## config.mk

```make
export PLATFORM = sky130hd
export DESIGN_NAME = alu_arbiter_flat
export DESIGN_NICKNAME = d
export VERILOG_FILES = /design/src/rtl/alu_arbiter_if.sv /design/src/rtl/alu_arbiter.sv /design/src/flat_wrapper.sv
export SDC_FILE = /design/constraint.sdc
export NUM_CORES = 1
export LEC_CHECK = 0
export ABC_AREA = 1
export CAP_MARGIN = 20
export CORE_MARGIN = 10
export CORE_UTILIZATION = 40
export DETAILED_ROUTE_END_ITERATION = 8
export PLACE_DENSITY = 0.77
export SETUP_SLACK_MARGIN = 0.4
export SYNTH_ARGS = -nofsm -noshare
export SYNTH_HDL_FRONTEND = slang
export SYNTH_SLANG_ARGS = --single-unit
```

## constraint.sdc

```tcl
create_clock -name clk -period 1.9 [get_ports clk]
set_input_delay 0.57 -clock clk [delete_from_list [all_inputs] [get_ports clk]]
set_output_delay 0.57 -clock clk [all_outputs]
set_load 0.05 [all_outputs]
```

## src/rtl/alu_arbiter_if.sv

```systemverilog
// rtl/alu_arbiter_if.sv - request, response and ALU-side signals of the shared ALU arbiter
interface alu_arbiter_if #(
    parameter int DATA_W = 32,
    parameter int CTRL_W = 6
);
    logic              req0_valid;
    logic              req0_ready;
    logic [CTRL_W-1:0] req0_ctrl;
    logic [DATA_W-1:0] req0_a;
    logic [DATA_W-1:0] req0_b;

    logic              req1_valid;
    logic              req1_ready;
    logic [CTRL_W-1:0] req1_ctrl;
    logic [DATA_W-1:0] req1_a;
    logic [DATA_W-1:0] req1_b;

    logic              rsp_valid;
    logic              rsp_ready;
    logic              rsp_id;
    logic [DATA_W-1:0] rsp_r;
    logic [DATA_W-1:0] rsp_r2;
    logic              rsp_z;
    logic              rsp_err;

    logic [CTRL_W-1:0] alu_ctrl;
    logic [DATA_W-1:0] alu_a;
    logic [DATA_W-1:0] alu_b;
    logic [DATA_W-1:0] alu_r;
    logic [DATA_W-1:0] alu_r2;
    logic              alu_z;

    logic              busy;

    modport master (
        output req0_valid, req0_ctrl, req0_a, req0_b,
        output req1_valid, req1_ctrl, req1_a, req1_b,
        output rsp_ready,
        output alu_r, alu_r2, alu_z,
        input  req0_ready, req1_ready,
        input  rsp_valid, rsp_id, rsp_r, rsp_r2, rsp_z, rsp_err,
        input  alu_ctrl, alu_a, alu_b,
        input  busy
    );

    modport slave (
        input  req0_valid, req0_ctrl, req0_a, req0_b,
        input  req1_valid, req1_ctrl, req1_a, req1_b,
        input  rsp_ready,
        input  alu_r, alu_r2, alu_z,
        output req0_ready, req1_ready,
        output rsp_valid, rsp_id, rsp_r, rsp_r2, rsp_z, rsp_err,
        output alu_ctrl, alu_a, alu_b,
        output busy
    );
endinterface

```

## src/rtl/alu_arbiter.sv

```systemverilog
// rtl/alu_arbiter.sv - round-robin sharing of one ALU between two requesters
// One op in flight: operands held on the ALU for ALU_WAIT cycles, result registered.
module alu_arbiter #(
    parameter int ALU_WAIT = 1,
    parameter int DATA_W   = 32,
    parameter int CTRL_W   = 6
) (
    input  logic         clk,
    input  logic         reset,
    alu_arbiter_if.slave bus
);
    localparam int CNT_W = (ALU_WAIT < 2) ? 1 : $clog2(ALU_WAIT + 1);
    localparam logic [CNT_W-1:0] WAIT_INIT = CNT_W'(ALU_WAIT);
    localparam logic [CNT_W-1:0] CNT_LAST  = CNT_W'(1);

    localparam logic [1:0] S_IDLE = 2'd0;
    localparam logic [1:0] S_EXEC = 2'd1;
    localparam logic [1:0] S_RESP = 2'd2;

    logic [1:0]        r_state;
    logic [CNT_W-1:0]  r_cnt;
    logic              r_last_id;
    logic [CTRL_W-1:0] r_op_ctrl;
    logic [DATA_W-1:0] r_op_a;
    logic [DATA_W-1:0] r_op_b;
    logic              r_rsp_id;
    logic [DATA_W-1:0] r_rsp_r;
    logic [DATA_W-1:0] r_rsp_r2;
    logic              r_rsp_z;
    logic              r_rsp_err;

    logic w_idle;
    logic w_gnt0;
    logic w_gnt1;
    logic w_acc0;
    logic w_acc1;
    logic w_legal;

    assign w_idle = (r_state == S_IDLE) && !reset;

    // On contention the requester that was not served last wins.
    assign w_gnt0 = bus.req0_valid && (!bus.req1_valid || r_last_id);
    assign w_gnt1 = bus.req1_valid && (!bus.req0_valid || !r_last_id);
    assign w_acc0 = w_idle && w_gnt0;
    assign w_acc1 = w_idle && w_gnt1;

    // Opcode 0x05 and everything above 0x14 have no ALU function.
    assign w_legal = (r_op_ctrl <= CTRL_W'(4)) ||
                     ((r_op_ctrl >= CTRL_W'(6)) && (r_op_ctrl <= CTRL_W'(20)));

    always_ff @(posedge clk) begin
        if (reset) begin
            r_state   <= S_IDLE;
            r_cnt     <= '0;
            r_last_id <= 1'b1;
            r_op_ctrl <= '0;
            r_op_a    <= '0;
            r_op_b    <= '0;
            r_rsp_id  <= 1'b0;
            r_rsp_r   <= '0;
            r_rsp_r2  <= '0;
            r_rsp_z   <= 1'b0;
            r_rsp_err <= 1'b0;
        end else begin
            case (r_state)
                S_IDLE: begin
                    if (w_acc0 || w_acc1) begin
                        r_op_ctrl <= w_acc1 ? bus.req1_ctrl : bus.req0_ctrl;
                        r_op_a    <= w_acc1 ? bus.req1_a    : bus.req0_a;
                        r_op_b    <= w_acc1 ? bus.req1_b    : bus.req0_b;
                        r_rsp_id  <= w_acc1;
                        r_last_id <= w_acc1;
                        r_cnt     <= WAIT_INIT;
                        r_state   <= S_EXEC;
                    end
                end
                S_EXEC: begin
                    r_cnt <= r_cnt - CNT_W'(1);
                    if (r_cnt == CNT_LAST) begin
                        if (w_legal) begin
                            r_rsp_r   <= bus.alu_r;
                            r_rsp_r2  <= bus.alu_r2;
                            r_rsp_z   <= bus.alu_z;
                            r_rsp_err <= 1'b0;
                        end else begin
                            r_rsp_r   <= '0;
                            r_rsp_r2  <= '0;
                            r_rsp_z   <= 1'b1;
                            r_rsp_err <= 1'b1;
                        end
                        r_state <= S_RESP;
                    end
                end
                S_RESP: begin
                    if (bus.rsp_ready) begin
                        r_state <= S_IDLE;
                    end
                end
                default: r_state <= S_IDLE;
            endcase
        end
    end

    assign bus.req0_ready = w_acc0;
    assign bus.req1_ready = w_acc1;

    assign bus.rsp_valid  = (r_state == S_RESP);
    assign bus.rsp_id     = r_rsp_id;
    assign bus.rsp_r      = r_rsp_r;
    assign bus.rsp_r2     = r_rsp_r2;
    assign bus.rsp_z      = r_rsp_z;
    assign bus.rsp_err    = r_rsp_err;

    assign bus.alu_ctrl   = r_op_ctrl;
    assign bus.alu_a      = r_op_a;
    assign bus.alu_b      = r_op_b;

    assign bus.busy       = (r_state != S_IDLE);
endmodule

```

## src/flat_wrapper.sv

```systemverilog
// flat-port wrapper written by rule: the top's interface ports become plain ports
module alu_arbiter_flat 
#(
    parameter int ALU_WAIT = 1,
    parameter int DATA_W   = 32,
    parameter int CTRL_W   = 6
)
  (clk, reset, bus_req0_valid, bus_req0_ctrl, bus_req0_a, bus_req0_b, bus_req1_valid, bus_req1_ctrl, bus_req1_a, bus_req1_b, bus_rsp_ready, bus_alu_r, bus_alu_r2, bus_alu_z, bus_req0_ready, bus_req1_ready, bus_rsp_valid, bus_rsp_id, bus_rsp_r, bus_rsp_r2, bus_rsp_z, bus_rsp_err, bus_alu_ctrl, bus_alu_a, bus_alu_b, bus_busy);
  alu_arbiter_if #(.DATA_W(DATA_W), .CTRL_W(CTRL_W)) bus_i ();
  input  logic clk;
  input  logic reset;
  input wire logic [$bits(bus_i.req0_valid)-1:0] bus_req0_valid;
  input wire logic [$bits(bus_i.req0_ctrl)-1:0] bus_req0_ctrl;
  input wire logic [$bits(bus_i.req0_a)-1:0] bus_req0_a;
  input wire logic [$bits(bus_i.req0_b)-1:0] bus_req0_b;
  input wire logic [$bits(bus_i.req1_valid)-1:0] bus_req1_valid;
  input wire logic [$bits(bus_i.req1_ctrl)-1:0] bus_req1_ctrl;
  input wire logic [$bits(bus_i.req1_a)-1:0] bus_req1_a;
  input wire logic [$bits(bus_i.req1_b)-1:0] bus_req1_b;
  input wire logic [$bits(bus_i.rsp_ready)-1:0] bus_rsp_ready;
  input wire logic [$bits(bus_i.alu_r)-1:0] bus_alu_r;
  input wire logic [$bits(bus_i.alu_r2)-1:0] bus_alu_r2;
  input wire logic [$bits(bus_i.alu_z)-1:0] bus_alu_z;
  output wire logic [$bits(bus_i.req0_ready)-1:0] bus_req0_ready;
  output wire logic [$bits(bus_i.req1_ready)-1:0] bus_req1_ready;
  output wire logic [$bits(bus_i.rsp_valid)-1:0] bus_rsp_valid;
  output wire logic [$bits(bus_i.rsp_id)-1:0] bus_rsp_id;
  output wire logic [$bits(bus_i.rsp_r)-1:0] bus_rsp_r;
  output wire logic [$bits(bus_i.rsp_r2)-1:0] bus_rsp_r2;
  output wire logic [$bits(bus_i.rsp_z)-1:0] bus_rsp_z;
  output wire logic [$bits(bus_i.rsp_err)-1:0] bus_rsp_err;
  output wire logic [$bits(bus_i.alu_ctrl)-1:0] bus_alu_ctrl;
  output wire logic [$bits(bus_i.alu_a)-1:0] bus_alu_a;
  output wire logic [$bits(bus_i.alu_b)-1:0] bus_alu_b;
  output wire logic [$bits(bus_i.busy)-1:0] bus_busy;
  assign bus_i.req0_valid = bus_req0_valid;
  assign bus_i.req0_ctrl = bus_req0_ctrl;
  assign bus_i.req0_a = bus_req0_a;
  assign bus_i.req0_b = bus_req0_b;
  assign bus_i.req1_valid = bus_req1_valid;
  assign bus_i.req1_ctrl = bus_req1_ctrl;
  assign bus_i.req1_a = bus_req1_a;
  assign bus_i.req1_b = bus_req1_b;
  assign bus_i.rsp_ready = bus_rsp_ready;
  assign bus_i.alu_r = bus_alu_r;
  assign bus_i.alu_r2 = bus_alu_r2;
  assign bus_i.alu_z = bus_alu_z;
  assign bus_req0_ready = bus_i.req0_ready;
  assign bus_req1_ready = bus_i.req1_ready;
  assign bus_rsp_valid = bus_i.rsp_valid;
  assign bus_rsp_id = bus_i.rsp_id;
  assign bus_rsp_r = bus_i.rsp_r;
  assign bus_rsp_r2 = bus_i.rsp_r2;
  assign bus_rsp_z = bus_i.rsp_z;
  assign bus_rsp_err = bus_i.rsp_err;
  assign bus_alu_ctrl = bus_i.alu_ctrl;
  assign bus_alu_a = bus_i.alu_a;
  assign bus_alu_b = bus_i.alu_b;
  assign bus_busy = bus_i.busy;
  alu_arbiter #(.ALU_WAIT(ALU_WAIT), .DATA_W(DATA_W), .CTRL_W(CTRL_W)) u_core (.clk(clk), .reset(reset), .bus(bus_i));
endmodule
```

==> results.yml <==
cts:
  cts.sinks: 141
  htreeDepth: 4
  postCtsHoldBufs: 0
  cts_tree: "built"
  cts_root_buffer: "clkbuf_16"
  numCtsBuffers: 17
  insertion_delay_ns: 0.43
  clock_path_buffers: 2
  path_clk_slew_ns: 0.06
floorplanning:
  die_w_um: 149
  ios: 351
  die_area_sq_um: 22100
  core-area_sq_um: 16400
  initial_core_util: 0.405
  rows: 47
  die_height_um: 149
drt:
  drtIter0Drc: 453
  vias_per_cell: 4.89
  dr.pass1.iters: 5
  vias: 7980
  final_antenna_net_count: 0
  post_drt_wl_per_cell_um: 18.1
  drt-total-wl_um: 29500
  route.detailed.drc: 0
finish:
  fin_nets: 1608
  drive_gt1_frac: 0.305
  fin_cells: 1633
  final_common_cell: "nand2_1"
  final.fill_count: 1150
  postLayoutCellArea_sq_um: 12600
  final_cell_mix: "271 x nand2_1, 206 x clkdlybuf4s50_1, 200 x nor2_1, 134 x dfxtp_2, 93 x o21ai_0"
  syn_to_final_growth_pct: 90.4
placed_design:
  placed_area_sq_um: 10500
  hpwlAfterDp_um: 19900
  dp_cells: 1562
  gp_congestion: 0.849
  port_buffers: 350
synth:
  synth-async-reset-ratio: 0
  synth_nets: 1230
  synth_warnings: 0
  netlist_area_sq_um: 6640
  synth_edf_count: 0
  synth.mux.area_fraction: 0
  seq_area_frac_synth: 0.425
  ys_ff_latch: 141
  yosys.area_share.simple: 0.366
  synth_top_family_by_area: "simple AND/OR/NAND/NOR gates"
  synth_top_area_share: 0.425
  synth_flop_cell: "dfxtp_1"
  netlist_instances: 1020
  synth.avg_cell_area_sq_um: 6.51
  synth_top_area_cell: "dfxtp_1"
  synthAdderAreaFrac: 0
  synth_xor_area_frac: 0
  synth_compound_area_frac: 0.111
  ys_types: 21
  ys_top_cells_by_area: "dfxtp_1 43%, nand2_1 16%, nor2_1 12%, nand3b_1 7.4%, o21ai_0 7.2%"
worst_setup_path:
  worstSetupEndpointType: "primary output"
  crit_type: "reg2out"
  worstSetupStartpointType: "flip-flop"
  cp.required_ns: 1.33
  arrival_ns: 1.39
  crit_path_max_fanout: 3
sta:
  setup_viol: 3
  setup_slack_ns: -0.0590
  maxSlewHeadroom: 0.751
  final.min_clock_period_ns: 1.96
  drv_slew: 0
  period_share: 1.03
  setup_tns_ns: -0.120
  rsz0062_at_grt: "true"
  worst_pin_slew_ns: 0.374
  finClkSkew_ns: 0.00751
  clock.fmax_ghz: 0.510
  hold_viol_final: 0
global_routing:
  grt_usage: 0.250
  antenna_found_initial: 3
  grt_pass1_wl_um: 43700
  grt_overflow: 0
  grt_max_degree: 74
  first_global_vias: 7830
pwr:
  p_per_area_nw_per_um2: 804
  leakage_uw: 0.00576
  peakVddDrop_mv: 0.694
hold_path:
  hp-class: "reg2reg"
status:
  violations: "setup timing"
  status: "complete, but fails checks"
job:
  cap_violations: 0
==> logic make-up after synthesis <==
family	Yosys count
simple gates	574
flops	141
buf+inv	161
compound gates	144
==> stage by stage <==
step / power [uW] / worst slack (ns) / hold WS, ns / utilization
6_report: 10200 / -0.0590 / 0.460 / 0.770
3_5_place_dp: 6060 / -0.519 / 0.447 / 0.637
5_1_grt: 10500 / -0.109 / 0.474 / 0.770
2_1_floorplan: 4880 / 0.102 / 0.500 / -
3_3_place_gp: 6040 / -0.469 / 0.439 / 0.637
4_1_cts: 10100 / -0.0744 / 0.459 / 0.760
==> layout make-up <==
class,count,area (sq um),share of cell area
well taps,220,275,0.0218
multi-input cells,718,3290,0.261
flip-flops and latches,141,3010,0.238
clock inverters,14,183,0.0145
inverters,89,360,0.0285
diodes,2,5.00,0.000396
repair buffers,431,5070,0.401
clock buffers,18,439,0.0348
==> per-layer routing <==
| layer | wire length (um) | vias up | part of all wire | global-route usage |
|---|---|---|---|---|
| met5 | 0 | - | 0 | 0 |
| met4 | 832 | 0 | 0.028 | 0.0908 |
| li1 | - | 3917 | - | - |
| met3 | 2780 | 45 | 0.094 | 0.0962 |
| met1 | 10700 | 3696 | 0.36 | 0.260 |
| met2 | 15200 | 322 | 0.51 | 0.447 |
==> flip-flops by register name, summed over array words and instances, names as in the netlist <==
register	count
u_core.bus.alu_a	32
u_core.r_last_id	1
u_core.bus.rsp_z	1
u_core.bus.rsp_r2	32
u_core.r_state	2
u_core.bus.rsp_err	1
u_core.bus.rsp_r	32
u_core.bus.alu_b	32
u_core.r_cnt	1
u_core.bus.rsp_id	1
u_core.bus.alu_ctrl	6
==> synthesized netlist by cell type, types with 2 or more instances <==
| library cell | count |
|---|---|
| nand2_2 | 2 |
| nor2_1 | 214 |
| inv_1 | 88 |
| o21ai_1 | 43 |
| dfxtp_1 | 141 |
| buf_2 | 28 |
| nand3b_1 | 65 |
| o21ai_0 | 95 |
| nand3_1 | 9 |
| nand2_1 | 281 |
| nor2_2 | 2 |
| clkbuf_1 | 40 |
| a21oi_1 | 4 |
==> path summary, 6_finish.rpt <==
kind / startpoint / end / slack (ns) / cells past startpoint
worst max-delay path: u_core.r_state[1] / bus_req0_ready / -0.06 / 6
worst min-delay path: u_core.bus.rsp_r[22] / u_core.bus.rsp_r[22] / 0.46 / 2
worst max register to register: u_core.r_state[1] / u_core.bus.alu_a[22] / 0 / 11
worst min register to register: u_core.bus.rsp_r[22] / u_core.bus.rsp_r[22] / 0.46 / 2
==> repair_timing <==
| action | 4_1_cts | 5_1_grt |
|---|---|---|
| resized for setup | 360 | 43 |
| cloned | 7 | 0 |
| setup endpoints to repair | 281 | 276 |
| setup buffers | 26 | 4 |
| pin swaps | 6 | 8 |
==> worst max-delay path, stage by stage, from the launching register on <==
cell	delay, ns
dfxtp_2	0.34
nor2_4	0.24
nand2_8	0.08
inv_4	0.06
nand2_4	0.05
clkinvlp_4	0.08
buf_12	0.13
==> power breakdown <==
| part | leakage (uW) | total, uW | internal [uW] | switching [uW] |
|---|---|---|---|---|
| clock | 0.000300 | 3550 | 2130 | 1420 |
| sequential | 0.00121 | 3390 | 3210 | 176 |
| combinational | 0.00425 | 3220 | 1510 | 1710 |
| total | 0.00576 | 10200 | 6860 | 3300 |
(Power assumes the default switching activity.)
